**src/rtl/uart_mem_bridge.sv**
```systemverilog
// uart_mem_bridge: byte-level command responder between a UART host and the
// internal 16-bit-address / 8-bit-data memory bus. Commands are 'R' (read)
// and 'W' (write). Any other first byte is answered with NAK_BYTE. All logic
// runs on the UART bit clock, so no synchronisers are needed.
// Optional feature: define UART_MEM_BRIDGE_BURST_EN to add the 'B' burst-read
// command (ADDR_HI, ADDR_LO, COUNT; COUNT=0 means 256 bytes).

module uart_mem_bridge #(
    parameter int         TIMEOUT_CYCLES = 1152,
    parameter logic [7:0] ACK_BYTE       = 8'h4B,
    parameter logic [7:0] NAK_BYTE       = 8'h3F
) (
    input  logic        clock115200,
    input  logic        reset,
    input  logic [7:0]  rx_data,
    input  logic        rx_recv,
    output logic [7:0]  tx_data,
    output logic        tx_send,
    input  logic        tx_ready,
    output logic [15:0] mem_addr,
    output logic [7:0]  mem_wdata,
    input  logic [7:0]  mem_rdata,
    output logic        mem_req,
    output logic        mem_we,
    input  logic        mem_ack,
    output logic        busy,
    output logic        overrun
);

    localparam logic [7:0] CMD_READ  = 8'h52;
    localparam logic [7:0] CMD_WRITE = 8'h57;
`ifdef UART_MEM_BRIDGE_BURST_EN
    localparam logic [7:0] CMD_BURST = 8'h42;
`endif

    localparam int            TW           = (TIMEOUT_CYCLES > 2) ? $clog2(TIMEOUT_CYCLES) : 1;
    localparam logic [TW-1:0] TIMEOUT_LAST = TW'(TIMEOUT_CYCLES - 1);

    typedef enum logic [2:0] {
        S_IDLE,
        S_ADDR_HI,
        S_ADDR_LO,
        S_WDATA,
        S_BUS,
        S_SEND,
        S_WAIT_TX
    } state_t;

    state_t        r_state;
    logic          r_cmdWrite;
    logic [15:0]   r_addr;
    logic [7:0]    r_wdata;
    logic [7:0]    r_resp;
    logic [7:0]    r_txData;
    logic          r_txSend;
    logic          r_txLow;
    logic          r_memReq;
    logic          r_memWe;
    logic [TW-1:0] r_timer;
    logic          r_overrun;
`ifdef UART_MEM_BRIDGE_BURST_EN
    logic          r_cmdBurst;
    logic [7:0]    r_remaining;
`endif

    logic w_timeout;
    logic w_rxBlocked;

    assign w_timeout   = (r_timer == TIMEOUT_LAST);
    assign w_rxBlocked = rx_recv && ((r_state == S_BUS) || (r_state == S_SEND) || (r_state == S_WAIT_TX));

    assign tx_data   = r_txData;
    assign tx_send   = r_txSend;
    assign mem_addr  = r_addr;
    assign mem_wdata = r_wdata;
    assign mem_req   = r_memReq;
    assign mem_we    = r_memWe;
    assign busy      = (r_state != S_IDLE);
    assign overrun   = r_overrun;

    // Command parser, bus master and transmit handshake in one registered FSM.
    always_ff @(posedge clock115200) begin
        if (reset) begin
            r_state    <= S_IDLE;
            r_cmdWrite <= 1'b0;
            r_addr     <= '0;
            r_wdata    <= '0;
            r_resp     <= '0;
            r_txData   <= '0;
            r_txSend   <= 1'b0;
            r_txLow    <= 1'b0;
            r_memReq   <= 1'b0;
            r_memWe    <= 1'b0;
            r_timer    <= '0;
            r_overrun  <= 1'b0;
`ifdef UART_MEM_BRIDGE_BURST_EN
            r_cmdBurst  <= 1'b0;
            r_remaining <= '0;
`endif
        end else begin
            if (w_rxBlocked) begin
                r_overrun <= 1'b1;
            end

            case (r_state)
                S_IDLE: begin
                    r_timer <= '0;
                    if (rx_recv) begin
`ifdef UART_MEM_BRIDGE_BURST_EN
                        r_cmdBurst <= 1'b0;
`endif
                        if (rx_data == CMD_READ) begin
                            r_cmdWrite <= 1'b0;
                            r_state    <= S_ADDR_HI;
                        end else if (rx_data == CMD_WRITE) begin
                            r_cmdWrite <= 1'b1;
                            r_state    <= S_ADDR_HI;
`ifdef UART_MEM_BRIDGE_BURST_EN
                        end else if (rx_data == CMD_BURST) begin
                            r_cmdWrite <= 1'b0;
                            r_cmdBurst <= 1'b1;
                            r_state    <= S_ADDR_HI;
`endif
                        end else begin
                            r_resp  <= NAK_BYTE;
                            r_state <= S_SEND;
                        end
                    end
                end

                S_ADDR_HI: begin
                    if (rx_recv) begin
                        r_addr[15:8] <= rx_data;
                        r_timer      <= '0;
                        r_state      <= S_ADDR_LO;
                    end else if (w_timeout) begin
                        r_timer <= '0;
                        r_state <= S_IDLE;
                    end else begin
                        r_timer <= r_timer + TW'(1);
                    end
                end

                S_ADDR_LO: begin
                    if (rx_recv) begin
                        r_addr[7:0] <= rx_data;
                        r_timer     <= '0;
`ifdef UART_MEM_BRIDGE_BURST_EN
                        if (r_cmdWrite || r_cmdBurst) begin
`else
                        if (r_cmdWrite) begin
`endif
                            r_state <= S_WDATA;
                        end else begin
                            r_memReq <= 1'b1;
                            r_memWe  <= 1'b0;
                            r_state  <= S_BUS;
                        end
                    end else if (w_timeout) begin
                        r_timer <= '0;
                        r_state <= S_IDLE;
                    end else begin
                        r_timer <= r_timer + TW'(1);
                    end
                end

                S_WDATA: begin
                    if (rx_recv) begin
`ifdef UART_MEM_BRIDGE_BURST_EN
                        if (r_cmdBurst) begin
                            r_remaining <= rx_data;
                        end else begin
                            r_wdata <= rx_data;
                        end
`else
                        r_wdata <= rx_data;
`endif
                        r_timer  <= '0;
                        r_memReq <= 1'b1;
                        r_memWe  <= r_cmdWrite;
                        r_state  <= S_BUS;
                    end else if (w_timeout) begin
                        r_timer <= '0;
                        r_state <= S_IDLE;
                    end else begin
                        r_timer <= r_timer + TW'(1);
                    end
                end

                S_BUS: begin
                    if (mem_ack && r_memReq) begin
                        r_memReq <= 1'b0;
                        r_memWe  <= 1'b0;
                        r_resp   <= r_cmdWrite ? ACK_BYTE : mem_rdata;
`ifdef UART_MEM_BRIDGE_BURST_EN
                        if (r_cmdBurst) begin
                            r_addr <= r_addr + 16'd1;
                        end
`endif
                        r_state  <= S_SEND;
                    end
                end

                S_SEND: begin
                    if (tx_ready) begin
                        r_txData <= r_resp;
                        r_txSend <= 1'b1;
                        r_txLow  <= 1'b0;
                        r_state  <= S_WAIT_TX;
                    end
                end

                S_WAIT_TX: begin
                    if (!tx_ready) begin
                        r_txSend <= 1'b0;
                        r_txLow  <= 1'b1;
                    end else if (r_txLow) begin
`ifdef UART_MEM_BRIDGE_BURST_EN
                        if (r_cmdBurst && (r_remaining != 8'd1)) begin
                            r_remaining <= r_remaining - 8'd1;
                            r_memReq    <= 1'b1;
                            r_memWe     <= 1'b0;
                            r_state     <= S_BUS;
                        end else begin
                            r_state <= S_IDLE;
                        end
`else
                        r_state <= S_IDLE;
`endif
                    end
                end

                default: begin
                    r_state <= S_IDLE;
                end
            endcase
        end
    end

endmodule

```
**config.mk**
```make
export PLATFORM = sky130hd
export DESIGN_NAME = uart_mem_bridge
export DESIGN_NICKNAME = d
export VERILOG_FILES = /design/src/rtl/uart_mem_bridge.sv
export SDC_FILE = /design/constraint.sdc
export NUM_CORES = 1
export LEC_CHECK = 0
export BUFFER_PORTS_ARGS = -buffer_cell sky130_fd_sc_hd__buf_2
export CAP_MARGIN = 30
export CORE_MARGIN = 2
export CORE_UTILIZATION = 53
export DETAILED_ROUTE_END_ITERATION = 8
export HOLD_SLACK_MARGIN = 0.06
export PLACE_DENSITY = 0.88
export SETUP_SLACK_MARGIN = 0.2
export SKIP_LAST_GASP = 1
export SLEW_MARGIN = 5
export SYNTH_ARGS = -nofsm -noshare
export SYNTH_HDL_FRONTEND = slang
export SYNTH_SLANG_ARGS = --single-unit
```
**constraint.sdc**
```tcl
create_clock -name clock115200 -period 1.6 [get_ports clock115200]
set_input_delay 0.16 -clock clock115200 [delete_from_list [all_inputs] [get_ports clock115200]]
set_output_delay 0.16 -clock clock115200 [all_outputs]
set_load 0.03 [all_outputs]
```
==> impl_metrics.yaml <==
status:
  status: "finished clean"
die:
  die_w_um: 73.0
  start_util: 0.542
  die_area_um2: 5330
  std_cell_rows: 25
  coreArea_um2: 4660
  io_pins: 58
  die_height_um: 73.0
logic_synthesis:
  syn_avg_cell_area_um2: 8.44
  synthAdderAreaFrac: 0.00496
  synthesis.nets: 321
  synth_seq_cells: 60
  synth.area.mux_share: 0.0396
  async_flop_share: 0
  syn_area_um2: 2520
  synthXorXnorAreaFrac: 0.0243
  synthDistinctLibCells: 50
  synth_top_family_by_area: "simple AND/OR/NAND/NOR gates"
  synthSimpleGateAreaFrac: 0.253
  yosysSeqAreaShare: 0.476
  synth_edf_count: 0
  yosysWarnings: 0
  synth_compound_area_frac: 0.165
  ys.flop_type: "dfxtp_1"
  netlist_instances: 299
clock_tree:
  clockBufferDepth: 2
  clockRootBuffer: "clkbuf_8"
  clock_sinks: 60
  clk_pin_slew_ns: 0.07
  numCtsBuffers: 9
  worstSkewPairLatency_ns: 0.35
  cts_max_level: 3
  cts_tree: "done"
sta:
  setup_ws_ns: 0.112
  finalHoldViolCount: 0
  finClkSkew_ns: 0.0122
  min_period_over_period: 0.930
  final.setup.tns_ns: 0
  tightest_slew_ns: 0.408
  rsz0062_at_grt: "true"
  setup_viol: 0
  relSlewSlack: 0.724
  max_freq_mhz: 672
  period_minus_slack_ns: 1.49
  slew_viol_final: 0
finish:
  area_delta_synth_final_pct: 36.7
  final_core_util: 0.740
  n_antenna_cell: 0
  final_design_area_no_fill_um2: 3450
  drive_above_1_share: 0.380
  layout.nets: 401
  n_fill_cell: 322
  final_common_cell: "nand2_1"
  layout_common_cells: "nand2_1, buf_2, dfxtp_1"
detailed_routing:
  drt_pass1_iterations: 5
  wl_mm: 7.23
  drc: 0
  antenna_left: 0
  vias_per_cell: 5.88
  wl_per_cell_um: 16.5
  num_vias: 2575
  first_iter_violations: 228
critical_path:
  regToRegSetupSlack_ns: 0.11
  setup.worst_path.class: "reg -> out"
  reg2reg_depth: 6
  start_kind: "flop"
  cp-end-kind: "output pin"
  required_ns: 1.44
  timing.rr.start: "r_timer[1]"
  r2r_end: "r_timer[4]"
  worstPathMaxFanout: 2
  arrival_ns: 1.33
hold_path:
  holdPathStages: 3
  hold_class: "in -> reg"
  hold_start: "mem_rdata[7]"
  hold_path_end: "r_resp[7]"
global_routing:
  antenna_found_initial: 0
  grt_pass1_wl_mm: 10.6
  track_usage: 0.258
  grt_overflow_total: 0
  grt_pass1_vias: 2320
  grt_max_degree: 29
placed_design:
  finalWeightedCongestion: 0.858
  io_buffers: 57
  post-dp-hpwl_mm: 4.27
  placed_area_um2: 2950
  dpl_worst_slack_ns: 0.0325
pwr:
  peakVddDrop_uv: 785
  powerDensity_nw_per_um2: 1170
  p_leak_nw: 1.39
run:
  maxCapViolations: 0
## layer usage
metal | track usage | part of all wire | vias up
li1 | - | - | 1212
met1 | 0.332 | 0.43 | 1217
met2 | 0.399 | 0.48 | 125
met3 | 0.0470 | 0.062 | 21
met4 | 0.160 | 0.030 | 0
met5 | 0 | 0 | -
## sequential cells by signal, indices dropped and copies added (netlist names)
name,cells
mem_req,1
mem_wdata,8
tx_send,1
mem_we,1
r_state,3
overrun,1
r_cmdWrite,1
r_txLow,1
r_timer,11
mem_addr,16
r_resp,8
tx_data,8
## logic make-up (layout without fill, tap and decap cells)
family | Yosys count | in the layout
and+or+nand+nor | 131 | 131
xor gates and xnor gates | 7 | 7
DFF | 60 | 60
buffers and inverters | 23 | 108
muxes | 10 | 10
adders and majority gates | 1 | 1
AOI/OAI and AO/OA | 67 | 67
## what timing repair did
action | 4_1_cts | 5_1_grt
setup endpoints to repair | 47 | 44
hold buffers | 0 | 0
gates resized for setup | 22 | 38
endpoints found under the hold margin | 0 | 0
setup buffers | 8 | 5
pin swaps | 2 | 19
## worst max-delay path, cell delays in order (launching register included)
cell and delay (ns):
dfxtp_4 0.35, buf_6 0.11, or3_4 0.38, buf_6 0.15
## layout make-up
type | instances | area, µm² | area share
clock buffers | 10 | 128 | 0.0370
clock inverters | 6 | 65.1 | 0.0189
inverters | 9 | 33.8 | 0.00979
multi-input cells | 216 | 1410 | 0.409
flip-flops and latches | 60 | 1220 | 0.353
well taps | 54 | 67.6 | 0.0196
repair buffers | 83 | 526 | 0.152
## synthesized netlist by cell type (2+ instances only)
cell type,number,share of area
buf_2,4,0.0079
nand3_1,9,0.018
clkbuf_1,9,0.013
nor2_1,22,0.033
o211ai_1,3,0.0089
inv_1,8,0.012
o21ai_0,11,0.022
o211a_1,3,0.012
nor2b_1,5,0.012
nand2_1,63,0.094
nor4_1,2,0.0050
o22ai_1,3,0.0074
nor3_2,2,0.0079
nand4_1,3,0.0074
and2_1,2,0.0050
o221a_2,3,0.013
nand2b_1,4,0.0099
nor3b_1,2,0.0059
dfxtp_1,60,0.48
and3_1,3,0.0074
nand4b_1,2,0.0069
xnor2_1,4,0.014
xor2_1,3,0.010
a31oi_1,4,0.0099
nor3_1,2,0.0040
a21oi_1,30,0.059
mux2i_1,10,0.040
## worst max-delay path by stage
stage               startpoint      endpoint  slack, ns  cells past startpoint
finish              r_state[0]          busy       0.11                      3
global route        r_timer[1]   r_timer[10]       0.09                      6
CTS                 r_state[0]          busy       0.12                      3
detailed placement  r_state[1]     r_resp[3]       0.03                      4
global placement    r_state[1]     r_resp[3]       0.08                      4
floorplan           r_state[2]  mem_addr[10]       0.20                      5
## where the power goes
group	total (W)	switching (W)	internal [W]	leakage, nW
registers	0.00168	0.0000868	0.00160	0.490
logic	0.00101	0.000560	0.000449	0.807
clock network	0.00135	0.000630	0.000718	0.0962
total	0.00404	0.00128	0.00276	1.39
## per-stage QoR
step	total power [W]	hold WS (ns)	cells
CTS	0.00386	0.0693	433
floorplan	0.00220	0.296	299
finish	0.00404	0.0652	438
detailed placement	0.00241	0.422	409
global placement	0.00239	0.413	409
global route	0.00415	0.0721	438
No activity file was read; power rests on OpenSTA's default activity.
